--- src/rtl/key_event_ctrl_pkg.sv ---
// Shared constants, FSM state type and event-word layout for the key-event controller.
package key_event_ctrl_pkg;

    localparam logic [7:0] SC_E0    = 8'hE0;
    localparam logic [7:0] SC_F0    = 8'hF0;
    localparam logic [7:0] SC_SPACE = 8'h29;
    localparam logic [7:0] SC_UP    = 8'h75;
    localparam logic [7:0] SC_P     = 8'h4D;
    localparam logic [7:0] SC_ESC   = 8'h76;
    localparam logic [7:0] SC_R     = 8'h2D;

    localparam int EV_W        = 10;
    localparam int EV_BRK      = 9;
    localparam int EV_EXT      = 8;
    localparam int EV_CODE_LSB = 0;

    localparam logic [1:0] KEY_SPACE = 2'd0;
    localparam logic [1:0] KEY_UP    = 2'd1;
    localparam logic [1:0] KEY_PAUSE = 2'd2;
    localparam logic [1:0] KEY_R     = 2'd3;

    typedef enum logic [1:0] {ST_IDLE, ST_EXT, ST_BRK, ST_EXT_BRK} state_e;

    typedef struct packed {
        logic       hit;
        logic [1:0] idx;
    } key_hit_t;

    // The ext bit is part of the key identity: E0 29 is not Space.
    function automatic key_hit_t key_lookup(input logic ext, input logic [7:0] code);
        key_hit_t r;
        r = '0;
        if (!ext && code == SC_SPACE)                  r = '{1'b1, KEY_SPACE};
        else if (ext && code == SC_UP)                 r = '{1'b1, KEY_UP};
        else if (!ext && (code == SC_P || code == SC_ESC)) r = '{1'b1, KEY_PAUSE};
        else if (!ext && code == SC_R)                 r = '{1'b1, KEY_R};
        return r;
    endfunction

endpackage

--- src/rtl/key_event_if.sv ---
// Valid/ready event stream from the key-event controller to the game logic.
interface key_event_if;
    import key_event_ctrl_pkg::*;

    logic            ev_valid;
    logic            ev_ready;
    logic [EV_W-1:0] ev_data;

    modport master (output ev_valid, output ev_data, input ev_ready);
    modport slave  (input ev_valid, input ev_data, output ev_ready);
endinterface

--- src/rtl/key_event_fifo.sv ---
// Generic synchronous FIFO; pointers carry one extra wrap bit to tell full from empty.
module key_event_fifo #(
    parameter int WIDTH = 8,
    parameter int DEPTH = 4
) (
    input  logic             clk,
    input  logic             rst,
    input  logic             push_i,
    input  logic             pop_i,
    input  logic [WIDTH-1:0] din_i,
    output logic [WIDTH-1:0] dout_o,
    output logic             full_o,
    output logic             empty_o,
    output logic             drop_o
);
    localparam int AW = $clog2(DEPTH);

    logic [AW:0]      wr_q, rd_q;
    logic [WIDTH-1:0] mem_q [DEPTH];
    logic             pop_ok, push_ok;

    assign empty_o = (wr_q == rd_q);
    assign full_o  = (wr_q[AW] != rd_q[AW]) && (wr_q[AW-1:0] == rd_q[AW-1:0]);
    assign pop_ok  = pop_i & ~empty_o;
    // A pop on a full queue frees the slot the push lands in.
    assign push_ok = push_i & (~full_o | pop_ok);
    assign drop_o  = push_i & ~push_ok;
    assign dout_o  = empty_o ? '0 : mem_q[rd_q[AW-1:0]];

    always_ff @(posedge clk) begin
        if (rst) begin
            wr_q <= '0;
            rd_q <= '0;
        end else begin
            if (push_ok) wr_q <= wr_q + 1'b1;
            if (pop_ok)  rd_q <= rd_q + 1'b1;
        end
    end

    always_ff @(posedge clk) begin
        if (push_ok) mem_q[wr_q[AW-1:0]] <= din_i;
    end

endmodule

--- src/rtl/key_event_ctrl.sv ---
// Resolves E0/F0 prefixed scan codes into make/break events, game commands and held flags.
module key_event_ctrl
    import key_event_ctrl_pkg::*;
#(
    parameter int FIFO_DEPTH     = 4,
    parameter int PREFIX_TIMEOUT = 2_000_000
) (
    input  logic        clk,
    input  logic        rst,
    input  logic [7:0]  kb_code,
    output logic        flap,
    output logic        pause_tgl,
    output logic        restart,
    output logic [3:0]  held,
    output logic        ovf,
    key_event_if.master ev
);
    localparam int CNT_W = $clog2(PREFIX_TIMEOUT);
    localparam logic [CNT_W-1:0] CNT_LAST = CNT_W'(PREFIX_TIMEOUT - 1);

    state_e          state_q;
    logic [CNT_W-1:0] cnt_q;
    logic [3:0]      held_q;
    logic            flap_q, pause_q, restart_q, ovf_q;

    logic            strobe, resolve, res_ext, res_brk, drop, fifo_full, fifo_empty;
    logic [EV_W-1:0] ev_word;
    key_hit_t        kh;

    always_comb begin
        strobe  = (kb_code != 8'h00);
        resolve = strobe && (kb_code != SC_E0) && (kb_code != SC_F0);
        res_ext = (state_q == ST_EXT) || (state_q == ST_EXT_BRK);
        res_brk = (state_q == ST_BRK) || (state_q == ST_EXT_BRK);
        ev_word = '0;
        ev_word[EV_BRK] = res_brk;
        ev_word[EV_EXT] = res_ext;
        ev_word[EV_CODE_LSB +: 8] = kb_code;
        kh = key_lookup(res_ext, kb_code);
    end

    always_ff @(posedge clk) begin
        if (rst) begin
            state_q   <= ST_IDLE;
            cnt_q     <= '0;
            held_q    <= '0;
            flap_q    <= 1'b0;
            pause_q   <= 1'b0;
            restart_q <= 1'b0;
            ovf_q     <= 1'b0;
        end else begin
            flap_q    <= 1'b0;
            pause_q   <= 1'b0;
            restart_q <= 1'b0;
            ovf_q     <= ovf_q | drop;

            if (strobe) begin
                cnt_q <= '0;
                if (resolve)
                    state_q <= ST_IDLE;
                else if (kb_code == SC_E0)
                    state_q <= (state_q == ST_IDLE || state_q == ST_EXT) ? ST_EXT : ST_EXT_BRK;
                else
                    state_q <= (state_q == ST_IDLE || state_q == ST_BRK) ? ST_BRK : ST_EXT_BRK;
            end else if (state_q != ST_IDLE) begin
                if (cnt_q == CNT_LAST) begin
                    state_q <= ST_IDLE;
                    cnt_q   <= '0;
                end else begin
                    cnt_q <= cnt_q + 1'b1;
                end
            end

            // Only the first make after a release fires; typematic repeats are absorbed.
            if (resolve && kh.hit) begin
                if (res_brk) begin
                    held_q[kh.idx] <= 1'b0;
                end else if (!held_q[kh.idx]) begin
                    held_q[kh.idx] <= 1'b1;
                    flap_q    <= (kh.idx == KEY_SPACE) || (kh.idx == KEY_UP);
                    pause_q   <= (kh.idx == KEY_PAUSE);
                    restart_q <= (kh.idx == KEY_R);
                end
            end
        end
    end

    key_event_fifo #(
        .WIDTH (EV_W),
        .DEPTH (FIFO_DEPTH)
    ) u_fifo (
        .clk     (clk),
        .rst     (rst),
        .push_i  (resolve),
        .pop_i   (ev.ev_ready),
        .din_i   (ev_word),
        .dout_o  (ev.ev_data),
        .full_o  (fifo_full),
        .empty_o (fifo_empty),
        .drop_o  (drop)
    );

    assign ev.ev_valid = ~fifo_empty;
    assign flap        = flap_q;
    assign pause_tgl   = pause_q;
    assign restart     = restart_q;
    assign held        = held_q;
    assign ovf         = ovf_q;

    logic unused_full;
    assign unused_full = fifo_full;

endmodule

--- src/flat_wrapper.sv ---
// flat-port wrapper written by rule: the top's interface ports become plain ports
module key_event_ctrl_flat import key_event_ctrl_pkg::*;
#(
    parameter int FIFO_DEPTH     = 4,
    parameter int PREFIX_TIMEOUT = 2_000_000
)
  (clk, rst, kb_code, flap, pause_tgl, restart, held, ovf, ev_ev_valid, ev_ev_data, ev_ev_ready);
  key_event_if ev_i ();
  input  logic clk;
  input  logic rst;
  input  logic [7:0] kb_code;
  output logic flap;
  output logic pause_tgl;
  output logic restart;
  output logic [3:0] held;
  output logic ovf;
  output wire logic [$bits(ev_i.ev_valid)-1:0] ev_ev_valid;
  output wire logic [$bits(ev_i.ev_data)-1:0] ev_ev_data;
  input wire logic [$bits(ev_i.ev_ready)-1:0] ev_ev_ready;
  assign ev_ev_valid = ev_i.ev_valid;
  assign ev_ev_data = ev_i.ev_data;
  assign ev_i.ev_ready = ev_ev_ready;
  key_event_ctrl #(.FIFO_DEPTH(FIFO_DEPTH), .PREFIX_TIMEOUT(PREFIX_TIMEOUT)) u_core (.clk(clk), .rst(rst), .kb_code(kb_code), .flap(flap), .pause_tgl(pause_tgl), .restart(restart), .held(held), .ovf(ovf), .ev(ev_i));
endmodule
--- config.mk ---
export PLATFORM = sky130hd
export DESIGN_NAME = key_event_ctrl_flat
export DESIGN_NICKNAME = d
export VERILOG_FILES = /design/src/rtl/key_event_ctrl_pkg.sv /design/src/rtl/key_event_if.sv /design/src/rtl/key_event_fifo.sv /design/src/rtl/key_event_ctrl.sv /design/src/flat_wrapper.sv
export SDC_FILE = /design/constraint.sdc
export NUM_CORES = 1
export LEC_CHECK = 0
export BUFFER_PORTS_ARGS = -buffer_cell sky130_fd_sc_hd__buf_2
export CAP_MARGIN = 40
export CORE_MARGIN = 2
export CORE_UTILIZATION = 25
export DETAILED_ROUTE_END_ITERATION = 8
export GPL_TIMING_DRIVEN = 0
export PLACE_DENSITY = 0.42
export SLEW_MARGIN = 20
export SYNTH_ARGS = -nofsm -noshare
export SYNTH_HDL_FRONTEND = slang
export SYNTH_SLANG_ARGS = --single-unit
--- constraint.sdc ---
create_clock -name clk -period 3.4 [get_ports clk]
set_input_delay 0.34 -clock clk [delete_from_list [all_inputs] [get_ports clk]]
set_output_delay 0.34 -clock clk [all_outputs]
set_load 0.005 [all_outputs]
==> flow_summary.toml, run 1 <==
[synth]
synthesis.instances = 286
synth_area_leaders = "edfxtp_1 35%, dfxtp_1 23%, mux4_2 6.5%, xor2_1 2.5%, nor2_1 2.5%"
synthDominantAreaCellType = "edfxtp_1"
synth_area_mm2 = 0.00344
async_reset_ff_frac = 0
syn_avg_cell_area_um2 = 12.0
netlist-cell-type-count = 45
post_synth_most_frequent_cells = "40 x edfxtp_1, 39 x dfxtp_1, 23 x nor2_1, 15 x a21oi_1"
ys.warnings.count = 0
synth.ff_latch_count = 79
postSynthNetCount = 303
yosysSeqAreaShare = 0.575
post-synth-top-area-fraction = 0.349
synth_edf_count = 40
synth-main-ff-cell = "edfxtp_1"
synth_most_common_cell = "edfxtp_1"

[critical_path]
regToRegSetupSlack_ns = 1.29
worstReg2RegEnd = "u_core.u_fifo.mem_q[1][4]"
worst_r2r_startpoint = "u_core.u_fifo.wr_q[1]"
startpoint_type = "flop"
cp-end-kind = "output pin"
r2r.worst_path.cells = 4
crit_arrival_ns = 1.93
timing.setup.critical_path_class = "reg -> out"
worst-path-max-fanout = 10
worst_ep_required_time_ns = 3.06

[clock_network]
post_cts_resized = 0
postCtsSetupBuffers = 0
cts_tree = "done"
cts_hold_bufs = 0
h_tree_levels = 3
cts_made_buffers = 9
insertion_delay_ns = 0.33
clock-root-buffer = "clkbuf_16"
clock_tree.buffer_depth = 2
reg_clk_slew_reported_paths_ns = 0.06
cts.sinks = 79

[timing]
tightest_slew_margin_relative_to_the_limit = 0.573
fmax_ghz = 0.441
grt_setup_unrepaired = "no"
hold_viol = 0
final.period_utilization = 0.667
layout_min_cycle_time_ns = 2.27
worst_pin_slew_ns = 0.641
setup_viol = 0
fin_setup_tns_ns = 0
final_max_slew_viol_count = 0
fin_skew_ns = 0.00502

[die]
io-pin-count = 30
initial_standard_cell_utilization_of_the_core = 0.258
die_width_um = 121
std_cell_rows = 42
die_area_mm2 = 0.0147
core-area_mm2 = 0.0133
die_h_um = 121

[power]
leakage_nw = 1.41
power_density_mw_per_mm2 = 605
ir_drop_mv = 0.220

[global_routing]
grt_max_degree = 15
grt_use_total = 0.108
grt-ovfl-total = 0
grt_first_pass_wirelength_um = 12100
grt_antenna_before_repair = 0
via_count_of_the_first_global_routing_pass = 2219

[cells_and_area]
final_net_count = 343
syn_to_final_growth_pct = 20.7
final_cell_area_mm2 = 0.00416
final_layout_size_suffix_gt1_frac = 0.205
antenna-diode-count = 0

[placement]
io_buffer_count = 28
hpwlAfterDp_um = 5150
finalWeightedCongestion = 0.758
placed_standard_cell_area_mm2 = 0.00382

[routing]
detail-route-antenna-nets = 0
wl_per_cell_um = 14.6
drt_iter0_markers = 173
postRouteWirelength_um = 7400
route.detailed.drc = 0
drt_pre_antenna_iters = 4
routed-via-count = 2284
routed_via_density = 4.50

[min_path]
min_to = "u_core.u_fifo.mem_q[1][6]"
worstHoldPathType = "in -> reg"
whs_path_depth = 1
hold_start = "kb_code[6]"

[status]
outcome = "completed"

[job]
cap_viol_max_count = 0
-- routing by layer --
metal / GRT usage / part of all wire / routed length, um
met2: 0.172 / 0.48 / 3520
met1: 0.141 / 0.48 / 3560
met5: 0 / 0 / 0
met3: 0.0315 / 0.033 / 244
met4: 0.0359 / 0.011 / 78
-- cell type report --
| class | count | area [um^2] |
|---|---|---|
| Buffer | 14 | 58.8 |
| Clock buffer | 11 | 254 |
| Clock inverter | 5 | 86.3 |
| Fill cell | 1372 | 9190 |
| Inverter | 6 | 22.5 |
| Multi-Input combinational cell | 187 | 1390 |
| Sequential cell | 79 | 1980 |
| Tap cell | 176 | 220 |
| Timing Repair Buffer | 29 | 148 |
-- cell usage in the layout, fill, tap and decap left out, drive strengths merged, types with 2 or more instances in the layout --
cell type	instances
edfxtp	40
dfxtp	39
buf	34
nor2	23
clkbuf	20
a21oi	17
nor2b	12
nand2	12
xor2	10
mux4	10
or3	10
or4	9
nand4	8
o21ai	8
inv	8
o31ai	7
xnor2	7
nor3	7
nor4	6
ha	6
and2	4
nand2b	4
nand3	3
nor4b	3
or2	2
o211a	2
o211ai	2
mux2i	2
bufinv	2
mux2	2
-- flip-flops by register name, summed over array words and instances, names as in the netlist, named ones only --
signal and count:
u_core.u_fifo.mem_q 40, u_core.cnt_q 21, u_core.u_fifo.rd_q 3, u_core.u_fifo.wr_q 3, u_core.state_q 2, u_core.flap 1, u_core.ovf 1, u_core.pause_tgl 1
u_core.restart 1
-- per-stage QoR --
stage | hold slack (ns) | cells | worst slack (ns) | total power (W) | util
3_5_place_dp | 0.442 | 491 | 0.920 | 0.00147 | 0.286
3_3_place_gp | 0.439 | 490 | 0.793 | 0.00147 | 0.285
6_report | 0.302 | 507 | 1.13 | 0.00251 | 0.311
4_1_cts | 0.292 | 507 | 1.05 | 0.00256 | 0.311
5_1_grt | 0.302 | 507 | 0.961 | 0.00264 | 0.311
2_1_floorplan | 0.439 | 286 | 1.46 | 0.00134 | -
-- worst max path at each step --
| stage | startpoint | endpoint | slack (ns) | cells past startpoint |
|---|---|---|---|---|
| 6_report | u_core.u_fifo.wr_q[0] | ev_ev_data[5] | 1.13 | 5 |
| 5_1_grt | u_core.u_fifo.wr_q[0] | ev_ev_data[5] | 0.96 | 5 |
| 4_1_cts | u_core.u_fifo.wr_q[0] | ev_ev_data[4] | 1.05 | 5 |
| 3_5_place_dp | kb_code[1] | u_core.u_fifo.mem_q[0][0] | 0.92 | 5 |
| 3_3_place_gp | kb_code[2] | u_core.u_fifo.mem_q[3][4] | 0.79 | 4 |
| 2_1_floorplan | u_core.u_fifo.wr_q[0] | u_core.u_fifo.mem_q[3][0] | 1.46 | 3 |
-- cells by family after synthesis --
kind of cell	count (synthesis)	synth area share
buffers and inverters	20	0.0236
muxes	14	0.0777
xor gates and xnor gates	17	0.0432
and+or+nand+nor	109	0.182
AOI/OAI and AO/OA	41	0.0759
adders and majority gates	6	0.0218
DFF	79	0.575
-- critical path: stages (launching register included) --
cell and delay, ns:
dfxtp_1 0.43, xor2_1 0.16, nor3_1 0.30, clkbuf_1 0.45, nor2b_1 0.10, buf_2 0.15
-- report_power, final --
| part | switching, W | internal (W) |
|---|---|---|
| Sequential | 0.0000224 | 0.00107 |
| Clock | 0.000380 | 0.000694 |
| Combinational | 0.000181 | 0.000167 |
| Total | 0.000584 | 0.00193 |
No activity file was read; power rests on OpenSTA's default activity.
==> inputs of run 2 (changes only) <==
--- a/config.mk
+++ b/config.mk
@@ -5,13 +5,14 @@
 export SDC_FILE = /design/constraint.sdc
 export NUM_CORES = 1
 export LEC_CHECK = 0
+export ABC_AREA = 1
 export BUFFER_PORTS_ARGS = -buffer_cell sky130_fd_sc_hd__buf_2
 export CAP_MARGIN = 40
 export CORE_MARGIN = 2
 export CORE_UTILIZATION = 25
 export DETAILED_ROUTE_END_ITERATION = 8
 export GPL_TIMING_DRIVEN = 0
-export PLACE_DENSITY = 0.42
+export PLACE_DENSITY = 0.43
 export SLEW_MARGIN = 20
 export SYNTH_ARGS = -nofsm -noshare
 export SYNTH_HDL_FRONTEND = slang
==> constraint.sdc (replaced) <==
create_clock -name clk -period 1.95 [get_ports clk]
set_input_delay 0.195 -clock clk [delete_from_list [all_inputs] [get_ports clk]]
set_output_delay 0.195 -clock clk [all_outputs]
set_load 0.005 [all_outputs]
==> flow_summary.toml, run 2 <==
[status]
outcome = "completed"

[synth]
synthDominantAreaCellType = "edfxtp_1"
synth_top_family_by_area = "simple AND/OR/NAND/NOR gates"
synth_area_mm2 = 0.00364
synth_edf_count = 40
synthesis.instances = 417
syn_avg_cell_area_um2 = 8.73
synth_simple_gate_area_frac = 0.248
ys.warnings.count = 0
postSynthNetCount = 434
synth-main-ff-cell = "edfxtp_1"
muxShareOfSynthArea = 0
post-synth-top-area-fraction = 0.330
synth_most_common_cell = "nor2_1"
yosysSeqAreaShare = 0.545
netlist-cell-type-count = 31
synth_area_leaders = "edfxtp_1 33%, dfxtp_1 21%, nor2_1 7.5%, nand2_1 6.9%, inv_1 5.5%"
async_reset_ff_frac = 0
synth.ff_latch_count = 79
synth-compound-area-share = 0.0994
synth-adder-area-share = 0.0206
post_synth_most_frequent_cells = "73 x nor2_1, 67 x nand2_1, 53 x inv_1, 40 x edfxtp_1, 39 x dfxtp_1"
synth_xor_area_frac = 0.0144

[timing]
grt_setup_unrepaired = "yes"
hold_viol = 0
final.period_utilization = 0.937
fmax_ghz = 0.547
fin_worst_hold_slack_ns = 0.116
worst_pin_slew_ns = 0.554
fin_skew_ns = 0.00555
layout_min_cycle_time_ns = 1.83
tightest_slew_margin_relative_to_the_limit = 0.631
final_max_slew_viol_count = 0
timing.final.ws_setup_ns = 0.123
setup_viol = 0

[routing]
route.detailed.drc = 0
routed-via-count = 2781
drt_iter0_markers = 169
drt_pre_antenna_iters = 4
detail-route-antenna-nets = 0
wl_per_cell_um = 12.5
postRouteWirelength_um = 8120
routed_via_density = 4.27

[die]
die_h_um = 125
std_cell_rows = 44
die_area_mm2 = 0.0155
die_width_um = 125
initial_standard_cell_utilization_of_the_core = 0.253
io-pin-count = 30
core-area_mm2 = 0.0144

[critical_path]
crit_arrival_ns = 1.88
worst_ep_required_time_ns = 2.00
worstPathCellList = "xor2_1, a21oi_2, nand2_1, nand3_2, nor2_2, buf_4"
worst-path-max-fanout = 8
timing.critical_path.slowest_stage_cell = "dfxtp_1"
critical_path_buf_inv_count = 1
slowest_delay_ns = 0.39
timing.setup.critical_path_class = "reg -> reg"
startpoint_type = "flop"
top_delay_family_on_crit_path = "simple AND/OR/NAND/NOR gates"
cp-end-kind = "flop"

[cells_and_area]
most-common-layout-cells = "69 x nor2_1, 66 x nand2_1, 52 x inv_1, 40 x edfxtp_1, 38 x dfxtp_1"
final_net_count = 479
largest_register_ffs = 40
layout.cells.most_common = "nor2_1"
syn_to_final_growth_pct = 20.5
final_layout_size_suffix_gt1_frac = 0.197
antenna-diode-count = 0

[clock_network]
cts.sinks = 79
cts_made_buffers = 9
clock-root-buffer = "clkbuf_16"
cts_tree = "done"
h_tree_levels = 3
insertion_delay_ns = 0.34
clock_tree.buffer_depth = 2
reg_clk_slew_reported_paths_ns = 0.06

[placement]
io_buffer_count = 29
hpwlAfterDp_um = 5700
finalWeightedCongestion = 0.710
dp_slack_ns = -0.0544

[global_routing]
grt_antenna_before_repair = 0
gr_layer_usage_met2 = 0.194
grt_use_total = 0.112
via_count_of_the_first_global_routing_pass = 2733
globalRouteMet1Util = 0.128
grt-ovfl-total = 0
grt_max_degree = 15
grt_first_pass_wirelength_um = 13600
groute.layer.met3.usage = 0.0369
top_usage_layer = "met2"

[job]
cap_viol_max_count = 0

[power]
leakage_nw = 1.73
power_density_mw_per_mm2 = 918
ir_drop_mv = 0.420

[min_path]
worstHoldPathType = "in -> reg"
==> run 2: cell count changes after synthesis, sizes merged, moves of 9 or more <==
cell and delta:
or4 -9, nand3 +16, nor3 +14, nor2 +55
inv +53, mux4 -10, o32ai +10, or3 -10
nor2b -12, o21ai +11, nand2 +59
==> run 2: worst register-to-register path, stage by stage (launching register included) <==
cell     delay (ns)
dfxtp_1        0.39
xor2_1         0.19
a21oi_2        0.06
nand2_1        0.12
nand3_2        0.23
nor2_2         0.32
buf_4          0.22
==> run 2: layer usage <==
metal,share of wire,wire length (um),vias to the layer above
li1,-,-,1465
met1,0.46,3700,1278
met2,0.49,4000,29
met3,0.035,286,9
met4,0.016,129,0
met5,0,0,-
==> run 2: worst paths after layout <==
path	start	end	slack, ns	depth (start not counted)
min	kb_code[0]	u_core.u_fifo.mem_q[0][0]	0.12	1
max	u_core.u_fifo.rd_q[1]	u_core.u_fifo.mem_q[2][2]	0.12	6
min reg2reg	u_core.ovf	u_core.ovf	0.47	2
max reg2reg	u_core.u_fifo.rd_q[1]	u_core.u_fifo.mem_q[2][2]	0.12	6
==> run 2: cells by family (layout without fill, tap and decap cells) <==
logic type / count (synthesis) / in the layout
compound gates: 59 / 59
xor+xnor: 6 / 6
fa+ha+maj: 6 / 6
buf+inv: 69 / 119
flops: 79 / 79
simple gates: 198 / 198
==> run 2: power by group <==
group          internal (W)  switching [W]
Clock              0.000869       0.000703
Combinational      0.000214       0.000352
Sequential          0.00185      0.0000336
Total               0.00294        0.00109
==> run 2: final cells by class <==
type                            instances  area, um^2
Sequential cell                        79        1980
Multi-Input combinational cell        269        1420
Tap cell                              184         230
Clock buffer                           10         229
Fill cell                            1512        9980
Timing Repair Buffer                   34         199
Inverter                               59         221
Clock inverter                          6        46.3
Buffer                                 10        60.1
==> run 2: per-stage QoR <==
stage	total power (W)	area, um^2	instances	util	setup TNS [ns]
2_1_floorplan	0.00223	3640	417	-	0
3_3_place_gp	0.00245	4010	630	0.279	-9.72
3_5_place_dp	0.00247	4040	633	0.281	-0.312
4_1_cts	0.00407	4320	649	0.301	-0.392
5_1_grt	0.00425	4390	651	0.305	-0.213
6_report	0.00403	4390	651	0.305	0
==> run 2: what timing repair did <==
item                                    CTS  global route
resized for setup                         4            18
hold buffers                              0             0
buffers inserted                          0             2
endpoints found under the setup margin   19            46
pin swaps                                 0             1
gates cloned                              0             0
==> inputs of run 3 (changes only) <==
--- a/config.mk
+++ b/config.mk
@@ -8,7 +8,7 @@
 export ABC_AREA = 1
 export BUFFER_PORTS_ARGS = -buffer_cell sky130_fd_sc_hd__buf_2
 export CAP_MARGIN = 40
-export CORE_MARGIN = 2
+export CORE_ASPECT_RATIO = 1.2
 export CORE_UTILIZATION = 25
 export DETAILED_ROUTE_END_ITERATION = 8
 export GPL_TIMING_DRIVEN = 0
==> flow_summary.toml, run 3 (same netlist as run 2, synthesis figures left out) <==
[power]
total_power_after_layout_w = 0.00426
leakage_nw = 1.74
power_density_mw_per_mm2 = 970
ir_drop_mv = 0.332

[die]
initial_standard_cell_utilization_of_the_core = 0.260
io-pin-count = 30
die_area_mm2 = 0.0150
die_h_um = 134
die_width_um = 112
core-area_mm2 = 0.0140
std_cell_rows = 47

[clock_network]
cts_tree = "done"
insertion_delay_ns = 0.34
postCtsSetupBuffers = 0
cts_made_buffers = 9
cts_hold_bufs = 0
h_tree_levels = 3
post_cts_resized = 6
reg_clk_slew_reported_paths_ns = 0.06
cts.sinks = 79
clock-root-buffer = "clkbuf_16"
clock_tree.buffer_depth = 2

[placement]
hpwlAfterDp_um = 5870
finalWeightedCongestion = 0.730
place_inst = 620
dp_slack_ns = -0.105
placed_standard_cell_area_mm2 = 0.00403
io_buffer_count = 29

[global_routing]
via_count_of_the_first_global_routing_pass = 2688
grt_antenna_before_repair = 0
grt-ovfl-total = 0
grt_max_degree = 15
grt_first_pass_wirelength_um = 13500
grt_use_total = 0.118

[timing]
fin_setup_tns_ns = 0
fin_skew_ns = 0.00524
tightest_slew_margin_relative_to_the_limit = 0.600
timing.final.ws_setup_ns = 0.125
worst_pin_slew_ns = 0.600
grt_setup_unrepaired = "yes"
layout_min_cycle_time_ns = 1.82
final_max_slew_viol_count = 0
setup_viol = 0
hold_viol = 0
fmax_ghz = 0.548
final.period_utilization = 0.936

[cells_and_area]
fin_cells = 636
antenna-diode-count = 0
fill_cells = 1472
layout.cells.most_common = "nor2_1"
syn_to_final_growth_pct = 20.7
largest_register_ffs = 40
final_net_count = 477
final_cell_area_mm2 = 0.00439
final_layout_size_suffix_gt1_frac = 0.196
most-common-layout-cells = "69 x nor2_1, 66 x nand2_1, 52 x inv_1, 40 x edfxtp_1, 38 x dfxtp_1"

[routing]
routed_via_density = 4.41
routed-via-count = 2805
drt_pre_antenna_iters = 6
detail-route-antenna-nets = 0
wl_per_cell_um = 12.9
postRouteWirelength_um = 8170
route.detailed.drc = 5
drt_iter0_markers = 112

[min_path]
worstHoldPathType = "in -> reg"

[job]
cap_viol_max_count = 0

[critical_path]
timing.setup.critical_path_class = "reg -> reg"
cp-end-kind = "flop"
worst-path-max-fanout = 8
worst_ep_required_time_ns = 2.00
crit_arrival_ns = 1.88
startpoint_type = "flop"

[status]
outcome = "finished, violations left"
failed_checks = "DRC"
-- run 3: changes by cell type in the layout (fill, tap and decap cells not counted) --
cell,previous run,this run
buf_4,3,2
buf_12,1,0
clkbuf_1,4,3
inv_6,1,0
clkbuf_4,3,2
buf_6,2,3
bufinv_16,0,2
-- run 3: power breakdown --
part	total, W	internal (W)	switching, W
sequential	0.00189	0.00185	0.0000338
combinational	0.000561	0.000211	0.000351
clock	0.00181	0.00112	0.000690
total	0.00426	0.00319	0.00107
-- run 3: through the flow --
step	util	hold WS (ns)
2_1_floorplan	-	0.264
3_3_place_gp	0.286	0.468
3_5_place_dp	0.288	0.476
4_1_cts	0.312	0.118
5_1_grt	0.314	0.130
6_report	0.314	0.114
-- run 3: worst max-delay path, stage by stage, from the launching register on --
cell     delay (ns)
dfxtp_1        0.39
xor2_1         0.19
a21oi_2        0.06
nand2_1        0.11
nand3_2        0.22
nor2_2         0.36
buf_6          0.20
-- run 3: final cells by class --
class,instances,area [um^2],area share
tap,171,214,0.0487
inverter,59,221,0.0504
clock inverter,7,97.6,0.0222
multi-input combinational,269,1420,0.322
timing repair buffer,32,175,0.0399
sequential,79,1980,0.451
clock buffer,9,225,0.0513
buffer,10,60.1,0.0137
-- run 3: worst paths after layout --
kind | startpoint | endpoint | cells after the start | slack, ns
setup / recovery | u_core.u_fifo.wr_q[1] | u_core.u_fifo.mem_q[1][3] | 6 | 0.13
hold / removal | rst | u_core.state_q[0] | 2 | 0.11
hold reg to reg | u_core.cnt_q[20] | u_core.cnt_q[20] | 2 | 0.49
setup reg to reg | u_core.u_fifo.wr_q[1] | u_core.u_fifo.mem_q[1][3] | 6 | 0.13
-- run 3: metal layers --
| metal | track usage | routed length (um) | share of wire | vias up |
|---|---|---|---|---|
| met3 | 0.0325 | 351 | 0.043 | 13 |
| met4 | 0.0511 | 153 | 0.019 | 0 |
| met5 | 0 | 0 | 0 | - |
| met2 | 0.206 | 4080 | 0.50 | 38 |
| li1 | - | - | - | 1467 |
| met1 | 0.134 | 3590 | 0.44 | 1287 |
